[src/rtl/upsample_stream_ctrl_if.sv]
// Pixel stream bundle for the 2x upsample controller.
// The master side is the controller, the slave side is its environment.
interface upsample_stream_ctrl_if #(
    parameter int WIDTH = 16
);
    logic [WIDTH-1:0] in_data;
    logic             in_valid;
    logic             in_ready;
    logic [WIDTH-1:0] out_data;
    logic             out_valid;
    logic             out_ready;
    logic             out_row_last;
    logic             out_frame_last;

    modport master (
        input  in_data,
        input  in_valid,
        input  out_ready,
        output in_ready,
        output out_data,
        output out_valid,
        output out_row_last,
        output out_frame_last
    );

    modport slave (
        output in_data,
        output in_valid,
        output out_ready,
        input  in_ready,
        input  out_data,
        input  out_valid,
        input  out_row_last,
        input  out_frame_last
    );
endinterface

[src/rtl/upsample_stream_ctrl.sv]
// 2x nearest-neighbour upsample sequencer: buffers one input row,
// then replays it twice with every pixel duplicated horizontally.
module upsample_stream_ctrl #(
    parameter int DATA_WIDTH = 16,
    parameter int D          = 1,
    parameter int H          = 2,
    parameter int W          = 2
) (
    input  logic clk,
    input  logic reset,
    input  logic start,
    output logic busy,
    output logic done,
    upsample_stream_ctrl_if.master bus
);
    localparam int PW = DATA_WIDTH * D;
    localparam int IW = (W > 1) ? $clog2(W) : 1;
    localparam int OW = $clog2(2 * W);
    localparam int RW = (H > 1) ? $clog2(H) : 1;

    localparam logic [IW-1:0] ICOL_MAX = IW'(W - 1);
    localparam logic [OW-1:0] OCOL_MAX = OW'(2 * W - 1);
    localparam logic [RW-1:0] ROW_MAX  = RW'(H - 1);

    typedef enum logic [1:0] {
        ST_IDLE,
        ST_FILL,
        ST_EMIT,
        ST_DONE
    } state_t;

    state_t        state;
    state_t        state_nxt;
    logic [IW-1:0] icol;
    logic [IW-1:0] icol_nxt;
    logic [OW-1:0] ocol;
    logic [OW-1:0] ocol_nxt;
    logic          rep;
    logic          rep_nxt;
    logic [RW-1:0] row;
    logic [RW-1:0] row_nxt;
    logic          wr_en;
    logic          row_end;
    logic [IW-1:0] rd_idx;

    logic [PW-1:0] line_buf [W];

    assign row_end = (ocol == OCOL_MAX);
    assign rd_idx  = IW'(ocol >> 1);

    always_comb begin
        state_nxt = state;
        icol_nxt  = icol;
        ocol_nxt  = ocol;
        rep_nxt   = rep;
        row_nxt   = row;
        wr_en     = 1'b0;
        unique case (state)
            ST_IDLE: begin
                if (start) begin
                    state_nxt = ST_FILL;
                    row_nxt   = '0;
                    icol_nxt  = '0;
                end
            end
            ST_FILL: begin
                if (bus.in_valid) begin
                    wr_en = 1'b1;
                    if (icol == ICOL_MAX) begin
                        state_nxt = ST_EMIT;
                        ocol_nxt  = '0;
                        rep_nxt   = 1'b0;
                    end else begin
                        icol_nxt = icol + 1'b1;
                    end
                end
            end
            ST_EMIT: begin
                if (bus.out_ready) begin
                    if (!row_end) begin
                        ocol_nxt = ocol + 1'b1;
                    end else if (!rep) begin
                        rep_nxt  = 1'b1;
                        ocol_nxt = '0;
                    end else if (row != ROW_MAX) begin
                        row_nxt   = row + 1'b1;
                        icol_nxt  = '0;
                        state_nxt = ST_FILL;
                    end else begin
                        state_nxt = ST_DONE;
                    end
                end
            end
            ST_DONE: begin
                state_nxt = ST_IDLE;
            end
            default: begin
                state_nxt = ST_IDLE;
            end
        endcase
    end

    always_ff @(posedge clk) begin
        if (reset) begin
            state <= ST_IDLE;
            icol  <= '0;
            ocol  <= '0;
            rep   <= 1'b0;
            row   <= '0;
        end else begin
            state <= state_nxt;
            icol  <= icol_nxt;
            ocol  <= ocol_nxt;
            rep   <= rep_nxt;
            row   <= row_nxt;
        end
    end

    // Buffer contents are don't-care after reset, so no reset here.
    always_ff @(posedge clk) begin
        if (wr_en && !reset) begin
            line_buf[icol] <= bus.in_data;
        end
    end

    assign busy               = (state != ST_IDLE);
    assign done               = (state == ST_DONE);
    assign bus.in_ready       = (state == ST_FILL);
    assign bus.out_valid      = (state == ST_EMIT);
    assign bus.out_data       = (state == ST_EMIT) ? line_buf[rd_idx] : '0;
    assign bus.out_row_last   = (state == ST_EMIT) && row_end;
    assign bus.out_frame_last = (state == ST_EMIT) && row_end && rep &&
                                (row == ROW_MAX);
endmodule

[src/flat_wrapper.sv]
// flat-port wrapper written by rule: the top's interface ports become plain ports
module upsample_stream_ctrl_flat 
#(
    parameter int DATA_WIDTH = 16,
    parameter int D          = 1,
    parameter int H          = 2,
    parameter int W          = 2
)
  (clk, reset, start, busy, done, bus_in_data, bus_in_valid, bus_out_ready, bus_in_ready, bus_out_data, bus_out_valid, bus_out_row_last, bus_out_frame_last);
  upsample_stream_ctrl_if #(.WIDTH(16)) bus_i ();
  input  logic clk;
  input  logic reset;
  input  logic start;
  output logic busy;
  output logic done;
  input wire logic [$bits(bus_i.in_data)-1:0] bus_in_data;
  input wire logic [$bits(bus_i.in_valid)-1:0] bus_in_valid;
  input wire logic [$bits(bus_i.out_ready)-1:0] bus_out_ready;
  output wire logic [$bits(bus_i.in_ready)-1:0] bus_in_ready;
  output wire logic [$bits(bus_i.out_data)-1:0] bus_out_data;
  output wire logic [$bits(bus_i.out_valid)-1:0] bus_out_valid;
  output wire logic [$bits(bus_i.out_row_last)-1:0] bus_out_row_last;
  output wire logic [$bits(bus_i.out_frame_last)-1:0] bus_out_frame_last;
  assign bus_i.in_data = bus_in_data;
  assign bus_i.in_valid = bus_in_valid;
  assign bus_i.out_ready = bus_out_ready;
  assign bus_in_ready = bus_i.in_ready;
  assign bus_out_data = bus_i.out_data;
  assign bus_out_valid = bus_i.out_valid;
  assign bus_out_row_last = bus_i.out_row_last;
  assign bus_out_frame_last = bus_i.out_frame_last;
  upsample_stream_ctrl #(.DATA_WIDTH(DATA_WIDTH), .D(D), .H(H), .W(W)) u_core (.clk(clk), .reset(reset), .start(start), .busy(busy), .done(done), .bus(bus_i));
endmodule
[config.mk]
export PLATFORM = sky130hd
export DESIGN_NAME = upsample_stream_ctrl_flat
export DESIGN_NICKNAME = d
export VERILOG_FILES = /design/src/rtl/upsample_stream_ctrl_if.sv /design/src/rtl/upsample_stream_ctrl.sv /design/src/flat_wrapper.sv
export SDC_FILE = /design/constraint.sdc
export NUM_CORES = 1
export LEC_CHECK = 0
export ABC_AREA = 1
export BUFFER_PORTS_ARGS = -buffer_cell sky130_fd_sc_hd__buf_2
export CAP_MARGIN = 30
export CORE_ASPECT_RATIO = 0.5
export CORE_MARGIN = 3
export CORE_UTILIZATION = 50
export CTS_CLUSTER_DIAMETER = 100
export CTS_CLUSTER_SIZE = 12
export DETAILED_ROUTE_END_ITERATION = 10
export GPL_ROUTABILITY_DRIVEN = 0
export PLACE_DENSITY = 0.8
export SYNTH_ARGS = -nofsm -noshare
export SYNTH_HDL_FRONTEND = slang
export SYNTH_SLANG_ARGS = --single-unit
export TNS_END_PERCENT = 50
[constraint.sdc]
create_clock -name clk -period 2.05 [get_ports clk]
set_input_delay 0.205 -clock clk [delete_from_list [all_inputs] [get_ports clk]]
set_output_delay 0.205 -clock clk [all_outputs]
set_load 0.03 [all_outputs]
==> key figures <==
Setup path
  – Worst Setup EP: bus_out_frame_last
  – Setup CP Type: reg -> out
  – Crit. path cell count: 6
  – Buf/Inv on CP: 2
  – Critical path capture point type: output port
  – Crit path cell chain: inv_2, nand2_4, nor2_4, nand2_1, nor2_1, buf_2
  – Worst R2R End: u_core.line_buf[0][5]$_DFFE_PP_
  – Delay-heaviest family, CP: simple AND/OR/NAND/NOR gates
  – Crit path DAT: 1.57 ns
  – CP peak stage delay: 0.39 ns
  – Flop-to-flop setup slack: 0.47 ns
  – Critical path startpoint category: flip-flop
  – Critical Path Slowest Stage Cell: dfxtp_1
  – Critical path fanouts, max: 19
  – Number of cells on the worst reg-to-reg path: 6
  – CP required: 1.85 ns
  – Crit path launch: u_core.state[0]$_SDFFE_PP0P_
  – Worst r2r src: u_core.state[1]$_SDFFE_PP0P_

Worst hold path
  – Hold Crit Class: in -> reg
  – WHS Path Cells: 1

Clock network
  – Post_cts resized: 0
  – Worst skew pair latency: 0.29 ns
  – Clk sink count: 40
  – CTS buffer count: 5
  – Clock Pin Slew Worst Setup and Hold Paths: 0.09 ns
  – CTS tree: built
  – CTS Root Cell: clkbuf_8
  – Htree depth: 2
  – Hold buffers post-CTS: 0
  – Setup bufs post-CTS: 0
  – Max clock buf depth: 2

Floorplan
  – Die Wd: 88.0 um
  – I/O Pins: 43
  – Initial core utilization: 54.2%
  – Num rows: 14
  – Core Area: 0.00310 mm^2
  – Chip height: 47.0 um
  – Die area: 0.00413 mm^2

Final layout
  – Most frequent cells in the layout: nand2_1 (50), buf_2 (42), edfxtp_1 (32), a21oi_1 (20), inv_1 (13)
  – Final #Nets: 230
  – Fin area: 0.00206 mm^2
  – Most common cell after layout, fill and taps aside: nand2_1
  – Antenna diodes: 0
  – Share of cells above drive strength 1: 31.1%
  – Synthesis-to-finish area growth: 22.6%
  – Fill count: 240

Synth
  – Average size of a mapped cell: 10.5 um^2
  – Synthesized area: 0.00168 mm^2
  – YS warnings: 0
  – Flops & latches, synth: 40
  – Distinct cells, synth: 22
  – Mapped Cells: 160
  – Post-synth net total: 182
  – Post-synthesis sequential area ratio: 66.8%

Place
  – Dpl hpwl: 2150 um
  – Pre-CTS setup slack: 0.536 ns
  – IO buf count: 42
  – Post-DP Area: 0.00194 mm^2

Global routing
  – Largest net degree at the start of global routing: 20
  – Initial antenna violation count: 0
  – First-pass GRT wire length: 4820 um
  – Vias in the first global route: 1123
  – GRT Total Usage: 15.8%
  – Remaining Overflow, GRT: 0

Timing
  – Rel. slew slack: 69.6%
  – Setup violators final: 0
  – Final min period: 1.78 ns
  – RSZ-0062 raised after global routing: no
  – Final setup TNS: 0 ns
  – Final hold vios: 0
  – Worst-Margin Slew: 0.456 ns
  – Max Freq: 563 MHz
  – Skew final: 0.00736 ns
  – Tcrit/Tclk final: 86.6%
  – Max Transition Viols Final: 0
  – Final setup margin: 0.274 ns

Power
  – Leak pwr: 0.000909 uW
  – Worst VDD drop: 0.582 mV
  – Power density cells: 1060 mW/mm^2
  – Final Power: 2180 uW

Route
  – DR iter-0 viols: 52
  – Total number of vias: 1245
  – Final wirelength: 3110 um
  – Via density: 5.00
  – Drt drc: 0
  – Wire length per cell: 12.5 um
  – DR pass1 iterations: 5
  – Post-route antenna net violation count: 0

Flow run
  – Max Cap Viol: 0

Status
  – Status: finished, final reports clean
[power by group]
group | internal (uW) | switching [uW] | leakage (uW)
sequential | 940 | 43.2 | 0.000355
combinational | 161 | 391 | 0.000499
clock | 367 | 280 | 0.0000548
[kinds of logic after synthesis]
family	Yosys count	synth area share, %
compound gates	23	7.30
fa+ha+maj	1	0.745
buf+inv	20	4.69
flops	40	66.8
simple gates	76	20.5
[synthesized netlist by cell type (all sizes together)]
cell     n  area [um^2]
inv     16         60.1
clkbuf   1         3.75
nand2   52          205
buf      3         15.0
nand3b   1         11.3
dfxtp    8          160
edfxtp  32          961
nand4    3         18.8
a21oi   21          109
nor3     1         5.00
o21ai    2         13.8
nand3    8         45.0
ha       1         12.5
nor2    11         58.8
[layer usage]
layer / part of all wire, % / vias to the layer above / GRT usage, % / wire (um)
met5: 0 / - / 0 / 0
met4: 1.3 / 0 / 5.50 / 39
met3: 5.6 / 5 / 4.38 / 173
met2: 52 / 43 / 30.7 / 1620
met1: 41 / 566 / 17.4 / 1280
li1: - / 631 / - / -
[worst min-delay path by stage]
stage,startpoint,to,slack [ns]
5_1_grt,bus_in_data[15],u_core.line_buf[0][15]$_DFFE_PP_,0.08
3_3_place_gp,bus_in_data[6],u_core.line_buf[1][6]$_DFFE_PP_,0.40
4_1_cts,bus_in_data[2],u_core.line_buf[1][2]$_DFFE_PP_,0.1
6_report,bus_in_data[2],u_core.line_buf[1][2]$_DFFE_PP_,0.09
3_5_place_dp,bus_in_data[13],u_core.line_buf[1][13]$_DFFE_PP_,0.40
2_1_floorplan,reset,u_core.row$_SDFFE_PP0P_,0.27
[flip-flops by register name, summed over array words and instances, names as in the netlist, named ones only]
name and cells:
u_core.row 1, u_core.rep 1, u_core.icol 1, u_core.line_buf 32, u_core.ocol 2, u_core.state 2
[stage by stage]
stage | hold slack [ns] | instances | util [%]
6_report | 0.0937 | 249 | 66.4
3_5_place_dp | 0.396 | 241 | 62.7
2_1_floorplan | 0.267 | 160 | -
4_1_cts | 0.0963 | 249 | 66.4
3_3_place_gp | 0.397 | 241 | 62.7
5_1_grt | 0.0840 | 249 | 66.4
[area by class of cell]
type	count	area (um^2)	area share, %
sequential	40	1120	54.5
clock inverter	3	46.3	2.25
clock buffer	5	68.8	3.34
multi-input combinational	100	479	23.3
timing repair buffer	45	233	11.3
inverter	16	60.1	2.92
tap	40	50.0	2.43
(Power assumes the default switching activity.)
